==> config.mk <==
export PLATFORM = sky130hd
export DESIGN_NAME = program_loader
export DESIGN_NICKNAME = d
export VERILOG_FILES = /design/src/rtl/program_loader_pkg.sv /design/src/rtl/program_loader.sv
export SDC_FILE = /design/constraint.sdc
export NUM_CORES = 1
export LEC_CHECK = 0
export ABC_AREA = 1
export CAP_MARGIN = 40
export CORE_MARGIN = 3
export CORE_UTILIZATION = 54
export DETAILED_ROUTE_END_ITERATION = 12
export GPL_TIMING_DRIVEN = 1
export PLACE_DENSITY_LB_ADDON = 0.25
export SLEW_MARGIN = 15
export SYNTH_ARGS = -nofsm -noshare
export SYNTH_HDL_FRONTEND = slang
export SYNTH_SLANG_ARGS = --single-unit
==> constraint.sdc <==
create_clock -name clk -period 2.7 [get_ports clk]
set_clock_uncertainty 0.1 [all_clocks]
set_input_delay 0.27 -clock clk [delete_from_list [all_inputs] [get_ports clk]]
set_output_delay 0.27 -clock clk [all_outputs]
set_load 0.03 [all_outputs]
==> src/rtl/program_loader_pkg.sv <==
// Shared CPU package: instruction/PC widths and the program loader state encoding.
`default_nettype none

package program_loader_pkg;

  localparam int INSTR_WIDTH = 20;
  localparam int PC_WIDTH    = 16;

  typedef enum logic [2:0] {
    LD_IDLE  = 3'd0,
    LD_BYTE0 = 3'd1,
    LD_BYTE1 = 3'd2,
    LD_BYTE2 = 3'd3,
    LD_WRITE = 3'd4,
    LD_DONE  = 3'd5,
    LD_ERROR = 3'd6
  } loader_state_e;

endpackage

`default_nettype wire

==> src/rtl/program_loader.sv <==
// Serial byte loader: assembles 20-bit instructions from 3 bytes, writes them
// to instruction memory and holds the CPU in reset until the load completes.
`default_nettype none

module program_loader
  import program_loader_pkg::*;
#(
  parameter int DEPTH = 256
) (
  input  logic                   clk,
  input  logic                   reset,
  input  logic                   start,
  input  logic [PC_WIDTH-1:0]    word_count,
  input  logic [7:0]             byte_in,
  input  logic                   byte_valid,
  output logic                   byte_ready,
  output logic [PC_WIDTH-1:0]    mem_address,
  output logic [INSTR_WIDTH-1:0] mem_data,
  output logic                   mem_wren,
  output logic                   cpu_reset,
  output logic                   done,
  output logic                   error
);

  localparam logic [31:0] C_DEPTH = 32'(DEPTH);

  loader_state_e          state_q, state_d;
  logic [PC_WIDTH-1:0]    count_q, count_d;
  logic [PC_WIDTH-1:0]    addr_q, addr_d;
  logic [15:0]            low_q, low_d;
  logic [PC_WIDTH-1:0]    mem_address_q, mem_address_d;
  logic [INSTR_WIDTH-1:0] mem_data_q, mem_data_d;

  logic w_xfer;
  logic w_start_ok;

  assign byte_ready = (state_q == LD_BYTE0) || (state_q == LD_BYTE1) || (state_q == LD_BYTE2);
  assign w_xfer     = byte_valid && byte_ready;
  assign w_start_ok = (word_count != '0) && (32'(word_count) <= C_DEPTH);

  assign mem_wren    = (state_q == LD_WRITE);
  assign mem_address = mem_address_q;
  assign mem_data    = mem_data_q;
  assign done        = (state_q == LD_DONE);
  assign error       = (state_q == LD_ERROR);
  assign cpu_reset   = (state_q != LD_DONE);

  always_comb begin
    state_d       = state_q;
    count_d       = count_q;
    addr_d        = addr_q;
    low_d         = low_q;
    mem_address_d = mem_address_q;
    mem_data_d    = mem_data_q;

    case (state_q)
      LD_IDLE, LD_DONE, LD_ERROR: begin
        if (start) begin
          if (w_start_ok) begin
            state_d = LD_BYTE0;
            count_d = word_count;
            addr_d  = '0;
          end else begin
            state_d = LD_ERROR;
          end
        end
      end
      LD_BYTE0: begin
        if (w_xfer) begin
          low_d[7:0] = byte_in;
          state_d    = LD_BYTE1;
        end
      end
      LD_BYTE1: begin
        if (w_xfer) begin
          low_d[15:8] = byte_in;
          state_d     = LD_BYTE2;
        end
      end
      LD_BYTE2: begin
        if (w_xfer) begin
          if (byte_in[7:4] != 4'h0) begin
            state_d = LD_ERROR;
          end else begin
            // Stage the write so mem_address/mem_data hold after the strobe.
            mem_address_d = addr_q;
            mem_data_d    = {byte_in[3:0], low_q};
            state_d       = LD_WRITE;
          end
        end
      end
      LD_WRITE: begin
        if (addr_q == count_q - 16'd1) begin
          state_d = LD_DONE;
        end else begin
          addr_d  = addr_q + 16'd1;
          state_d = LD_BYTE0;
        end
      end
      default: state_d = LD_IDLE;
    endcase
  end

  always_ff @(posedge clk) begin
    if (reset) begin
      state_q       <= LD_IDLE;
      count_q       <= '0;
      addr_q        <= '0;
      low_q         <= '0;
      mem_address_q <= '0;
      mem_data_q    <= '0;
    end else begin
      state_q       <= state_d;
      count_q       <= count_d;
      addr_q        <= addr_d;
      low_q         <= low_d;
      mem_address_q <= mem_address_d;
      mem_data_q    <= mem_data_d;
    end
  end

endmodule

`default_nettype wire

==> metrics.txt, run 1 <==
outcome=finished, final reports clean; dpl cells=742; critical path arrival=roughly 2.6 ns; fin. max-slew vios=0; Avg Inst Size Synth=around 7.3 um2; IO Count=69; RSZ-0062 raised after global routing=false; fin area=0.00530 mm2; DRC Markers=0; top post-synthesis cells by area=dfxtp_1, nor2_1, nand2_1; hold_ws=roughly 0.37 ns; CTS Sinks=between 80 and 90; Initial DRT Pass Iterations=4; Worst Path Required=slightly below 3 ns; Area Growth Syn to Fin=22.3%; flop2flop setup slack=around 0.26 ns; final worst setup slack=roughly 0.26 ns; clock latency on the worst-skew pair=0.36 ns; sequential share of power=between 40 and 50%; Ys Warns=0; PortBufs=slightly below 70; Power per Cell Area=between 500 and 600 mW/mm2; H-tree Lvls=3; final core utilization=between 60% and 70%; Post-Syn Instances=596; Synth Register Bits=87; final cycle utilization of the critical path=90.2%; Antenna Violating Nets Remaining=0; critical path startpoint category=register; drt wl/cell=between 10 and 15 um; number of global-route vias before repair=between 3,000 and 4,000; # setup viols final=0; slew margin rel.=a little over half; CTS tree=built; cts bufs inserted=9; critical path endpoint category=register; largest area contributor in the netlist=dfxtp_1; gr usage total=a little under a quarter; initial antenna violation count=0; gr ovfl total=0; largest family of logic cells by synthesized area=simple AND/OR/NAND/NOR gates; Buf/Inv on CP=3; final cell count without fillers=approximately 760; Die H=around 96 um; drt first-iter violations=about 190; cell chosen for the clock root=clkbuf_8; Inserted Diodes=0; CP peak stage delay=0.34 ns; Synth top cells by count=nor2_1, nand2_1, dfxtp_1, inv_1, a21oi_1; total power=3.18 mW; routed via count=between 4,000 and 5,000; row cnt=32; CTS-repair resized insts=0; most frequent cell after synthesis=nor2_1; Synth Area in Simple Gates=~30%; Slew @ Worst Pin=around 0.7 ns; pre-CTS setup slack=~0.26 ns; Fin. Hold Viols=0; Max Cap Viol=0; dpl hpwl=7470 um; pin count of the biggest net entering global routing=65; vias per cell=~5.3; CORE AREA=between 0.007 and 0.008 mm2; Hold Path Class=register to register; Async S/R FF share, synth=0%; Worst path slowest cell=dfxtp_1; Setup TNS=0 ns; Synth Area in Adders=0.577%; mux share of post-synthesis cell area=0%; clock-pin slew on the worst setup and hold paths=approximately 0.090 ns; ratio of cells with drive above 1 in the final layout=about a tenth; CP dominant cell by count=nand2_1; Fillers=679; Max VDD drop=roughly 0.40 mV; Lkg Pwr=about 2.0 nW; switching power=approximately 1.1 mW; CTS Buffer Depth=2; Synth cell types=40; placed instance area=0.00506 mm2; cell family with most CP delay=simple AND/OR/NAND/NOR gates; CP Cell Sequence=inv_1, ha_1, inv_1, nand2_1, nand2_1, nand2_1, nand2_1, nor2_1, nand2_1, nor2_1, nand2_1, nor2_2, nand3_4, nand3_4, buf_12, nand2_2, a21oi_2; Sw Ratio=between 30% and 40%; chip width=between 90 and 100 um; Cell Area, Synth=0.00434 mm2; Synth Area in XOR/XNOR=4.76%; syn nets=~630; cell-internal power=2.09 mW; crit path max fanout=18; die area=roughly 0.0091 mm2; share of power burned in the clock network=30.7%; Placer Congestion=approximately 0.95; Post-synth EDFFs=0; number of nets in the layout=684; wire length of the first global-routing pass=about 17,000 um; sequential area share after synthesis=40.1%; Synth Area in Compound Gates=between 10% and 20%; Tmin final=between 2 and 2.5 ns; starting density of the core=a little under three fifths; detailed-route wire length=roughly 10,000 um; Fmax achieved=around 410 MHz; Comb power frac=around a quarter; CP Class=register to register; share of the synthesized area in the top cell type=40.1%; Primary FF master, synth=dfxtp_1
-- cell usage in the layout (no fill, tap or decap), drive strengths merged --
cell type	netlist	final
nand3	24	24
xnor2	4	4
nand4	19	19
and2	1	1
xnor3	1	1
nor4	7	7
clkinv	0	1
clkdlybuf4s50	0	67
and3	5	5
or2	1	1
o21ai	30	30
o22ai	1	1
nand3b	1	1
dfxtp	87	87
ha	2	2
clkbuf	19	10
a31oi	1	1
xor2	17	17
buf	10	9
clkinvlp	0	1
nor2	105	105
o31ai	1	1
nor3	18	18
nand2	101	101
inv	65	68
a211oi	32	32
a21oi	43	43
bufinv	0	1
or4	1	1
-- repair_timing --
| item | in CTS | in global routing |
|---|---|---|
| hold endpoints to repair | 0 | 0 |
| endpoints found under the setup margin | 0 | 1 |
| setup buffers | 0 | 3 |
| hold buffers | 0 | 0 |
-- sequential cells by signal, indices dropped and copies added (netlist names) --
| register | count |
|---|---|
| state_q | 3 |
| count_q | 16 |
| mem_address | 16 |
| addr_q | 16 |
| mem_data | 20 |
| low_q | 16 |
-- final timing paths --
kind	startpoint	cells past startpoint	end
min reg2reg	low_q[8]	2	low_q[8]
max	count_q[0]	17	addr_q[8]
min	low_q[8]	2	low_q[8]
max reg2reg	count_q[0]	17	addr_q[8]
-- power by group through the flow --
stage / clock [mW] / combinational, mW / sequential (mW)
6_report: 0.975 / 0.817 / 1.39
5_1_grt: 1.05 / 0.891 / 1.39
4_1_cts: 0.979 / 0.744 / 1.38
3_5_place_dp: 0 / 0.744 / 1.42
3_3_place_gp: 0 / 0.730 / 1.41
2_1_floorplan: 0 / 0.551 / 1.41
-- layer usage --
metal / track usage [%] / vias to the layer above / share of wire [%]
li1: - / 2097 / -
met4: 7.46 / 0 / 1.1
met5: 0 / - / 0
met1: 31.9 / 1825 / 46
met2: 38.0 / 133 / 46
met3: 3.79 / 11 / 6.3
-- kinds of logic after synthesis --
group | Yosys count
buf+inv | 94
flops | 87
compound gates | 108
simple gates | 283
xor+xnor | 22
fa+ha+maj | 2
-- worst min-delay path, cell delays in order (launching register included) --
cell and delay [ns]:
dfxtp_1 0.31, inv_1 0.06, a21oi_1 0.06
-- final cells by class --
class | instances | area [um2] | share of cell area (%)
multi-input cells | 415 | 2220 | 41.8
flip-flops and latches | 87 | 1740 | 32.8
repair buffers | 76 | 761 | 14.3
inverters | 65 | 244 | 4.60
clock buffers | 10 | 138 | 2.59
well taps | 102 | 128 | 2.41
clock inverters | 6 | 75.1 | 1.42
No activity file was read; power rests on OpenSTA's default activity.
==> run 2, diff against run 1 <==
==> constraint.sdc (replaced) <==
create_clock -name clk -period 2.7 [get_ports clk]
set_clock_uncertainty 0.1 [all_clocks]
set_input_delay 0.54 -clock clk [delete_from_list [all_inputs] [get_ports clk]]
set_output_delay 0.54 -clock clk [all_outputs]
set_load 0.03 [all_outputs]
==> metrics.txt, run 2 (synthesis results as in run 1) <==
outcome=finished, final reports clean; Worst Reg-to-Reg Cells=12; flop2flop setup slack=approximately 0.26 ns; number of nets in the layout=683; Max VDD drop=~0.51 mV; Largest register FFs=20; CP Class=register to primary output; Power per Cell Area=between 500 and 600 mW/mm2; Fmax achieved=between 300 and 400 MHz; row cnt=32; CTS-repair resized insts=0; starting density of the core=between 50% and 60%; chip width=~96 um; hold_sp=low_q[3]; Worst Hold Endpoint=low_q[3]; Hold Path Class=register to register; clock-pin slew on the worst setup and hold paths=approximately 0.1 ns; hold depth=2; Placer Congestion=~0.90; initial antenna violation count=0; Fin. Hold Viols=0; ratio of cells with drive above 1 in the final layout=a little under a tenth; vias per cell=~5.4; Sw Ratio=about a third; Die H=~96 um; switching power=approximately 1.1 mW; IO Count=69; clock latency on the worst-skew pair=0.36 ns; final core utilization=68.0%; wire length of the first global-routing pass=17,500 um; Worst R2R End=addr_q[4]; drt wl/cell=between 10 and 15 um; routed via count=4,081; Max Cap Viol=0; Tmin final=~2.5 ns; RSZ-0062 raised after global routing=false; post-CTS setup buffers=0; cts bufs inserted=9; Initial DRT Pass Iterations=5; Setup TNS=0 ns; leading cell type in the layout, fill and taps excluded=nor2_1; CTS Sinks=87; dpl cells=approximately 740; critical path arrival=1.86 ns; number of global-route vias before repair=between 3,000 and 4,000; gr ovfl total=0; Hold-fix buffers, CTS=0; Lkg Pwr=approximately 2.0 nW; cell-internal power=2.04 mW; Antenna Violating Nets Remaining=0; gr usage total=between 20% and 30%; slew margin rel.=51.5%; die area=0.00914 mm2; Slew @ Worst Pin=roughly 0.73 ns; detailed-route wire length=10,500 um; # setup viols final=0; sequential share of power=between 40% and 50%; final cycle utilization of the critical path=92.6%; cell chosen for the clock root=clkbuf_8; Reg-to-Reg Start=count_q[0]; Comb power frac=between 20 and 25%; dpl hpwl=between 7000 and 8000 um; most frequent cells in the layout=nor2_1, nand2_1, dfxtp_1; Worst Path Required=between 2 and 2.5 ns; H-tree Lvls=3; PortBufs=just under 70; final cell count without fillers=760; critical path endpoint category=primary output; share of power burned in the clock network=a little under a third; DRC Markers=0; CTS Buffer Depth=2; Area Growth Syn to Fin=21.7%; pin count of the biggest net entering global routing=57; Inserted Diodes=0; drt first-iter violations=209; fin. max-slew vios=0; CORE AREA=around 0.0078 mm2; critical path startpoint category=register; crit path max fanout=4; CTS tree=built
-- run 2: changes by cell type in the layout (fill, tap and decap cells not counted), sizes merged --
cell	delta
buf	-1
inv	+1
clkinvlp	-1
-- run 2: how the worst max path moves through the flow --
stage	start	endpoint	slack (ns)	depth (start not counted)
after floorplan	byte_in[7]	mem_address[11]	0.60	6
after global placement	word_count[15]	count_q[8]	0.25	9
after detailed placement	word_count[15]	count_q[3]	0.14	9
after CTS	state_q[1]	byte_ready	0.21	5
after global routing	count_q[0]	addr_q[5]	0.06	14
final	state_q[1]	byte_ready	0.20	5
-- run 2: per-layer routing --
layer  share of wire [%]  global-route usage, %  up-vias  wire [um]
li1                    -                      -     2098          -
met1                  47                   34.5     1816       4950
met2                  45                   37.9      152       4690
met3                 6.6                   5.13       15        687
met4                 1.2                   4.98        0        121
met5                   0                      0        -          0
-- run 2: per-stage QoR --
step / total power [mW] / hold slack, ns / worst slack (ns) / area [um2]
global placement: 2.15 / 0.341 / 0.255 / 5070
floorplan: 1.96 / 0.330 / 0.599 / 4340
detailed placement: 2.16 / 0.348 / 0.139 / 5070
global route: 3.27 / 0.379 / 0.0567 / 5280
CTS: 3.12 / 0.362 / 0.210 / 5280
finish: 3.12 / 0.359 / 0.200 / 5280
-- run 2: critical path, cell delays in order (launching register included) --
cell             delay (ns)
dfxtp_1                0.39
inv_1                  0.08
nand2_1                0.13
nand2_1                0.10
inv_1                  0.11
clkdlybuf4s50_1        0.68
-- run 2: cell type report --
type                       instances  area, um2
clock buffer                      10        138
timing repair buffer              75        741
clock inverter                     6       72.6
multi-input combinational        415       2220
fill                             659       2490
tap                              102        128
sequential                        87       1740
inverter                          65        244
-- run 2: power by group through the flow --
stage / Clock, mW / Sequential [mW] / Combinational [mW]
final: 0.980 / 1.39 / 0.755
after global placement: 0 / 1.41 / 0.734
after CTS: 0.984 / 1.39 / 0.747
after floorplan: 0 / 1.41 / 0.551
after detailed placement: 0 / 1.42 / 0.744
after global routing: 1.04 / 1.39 / 0.839
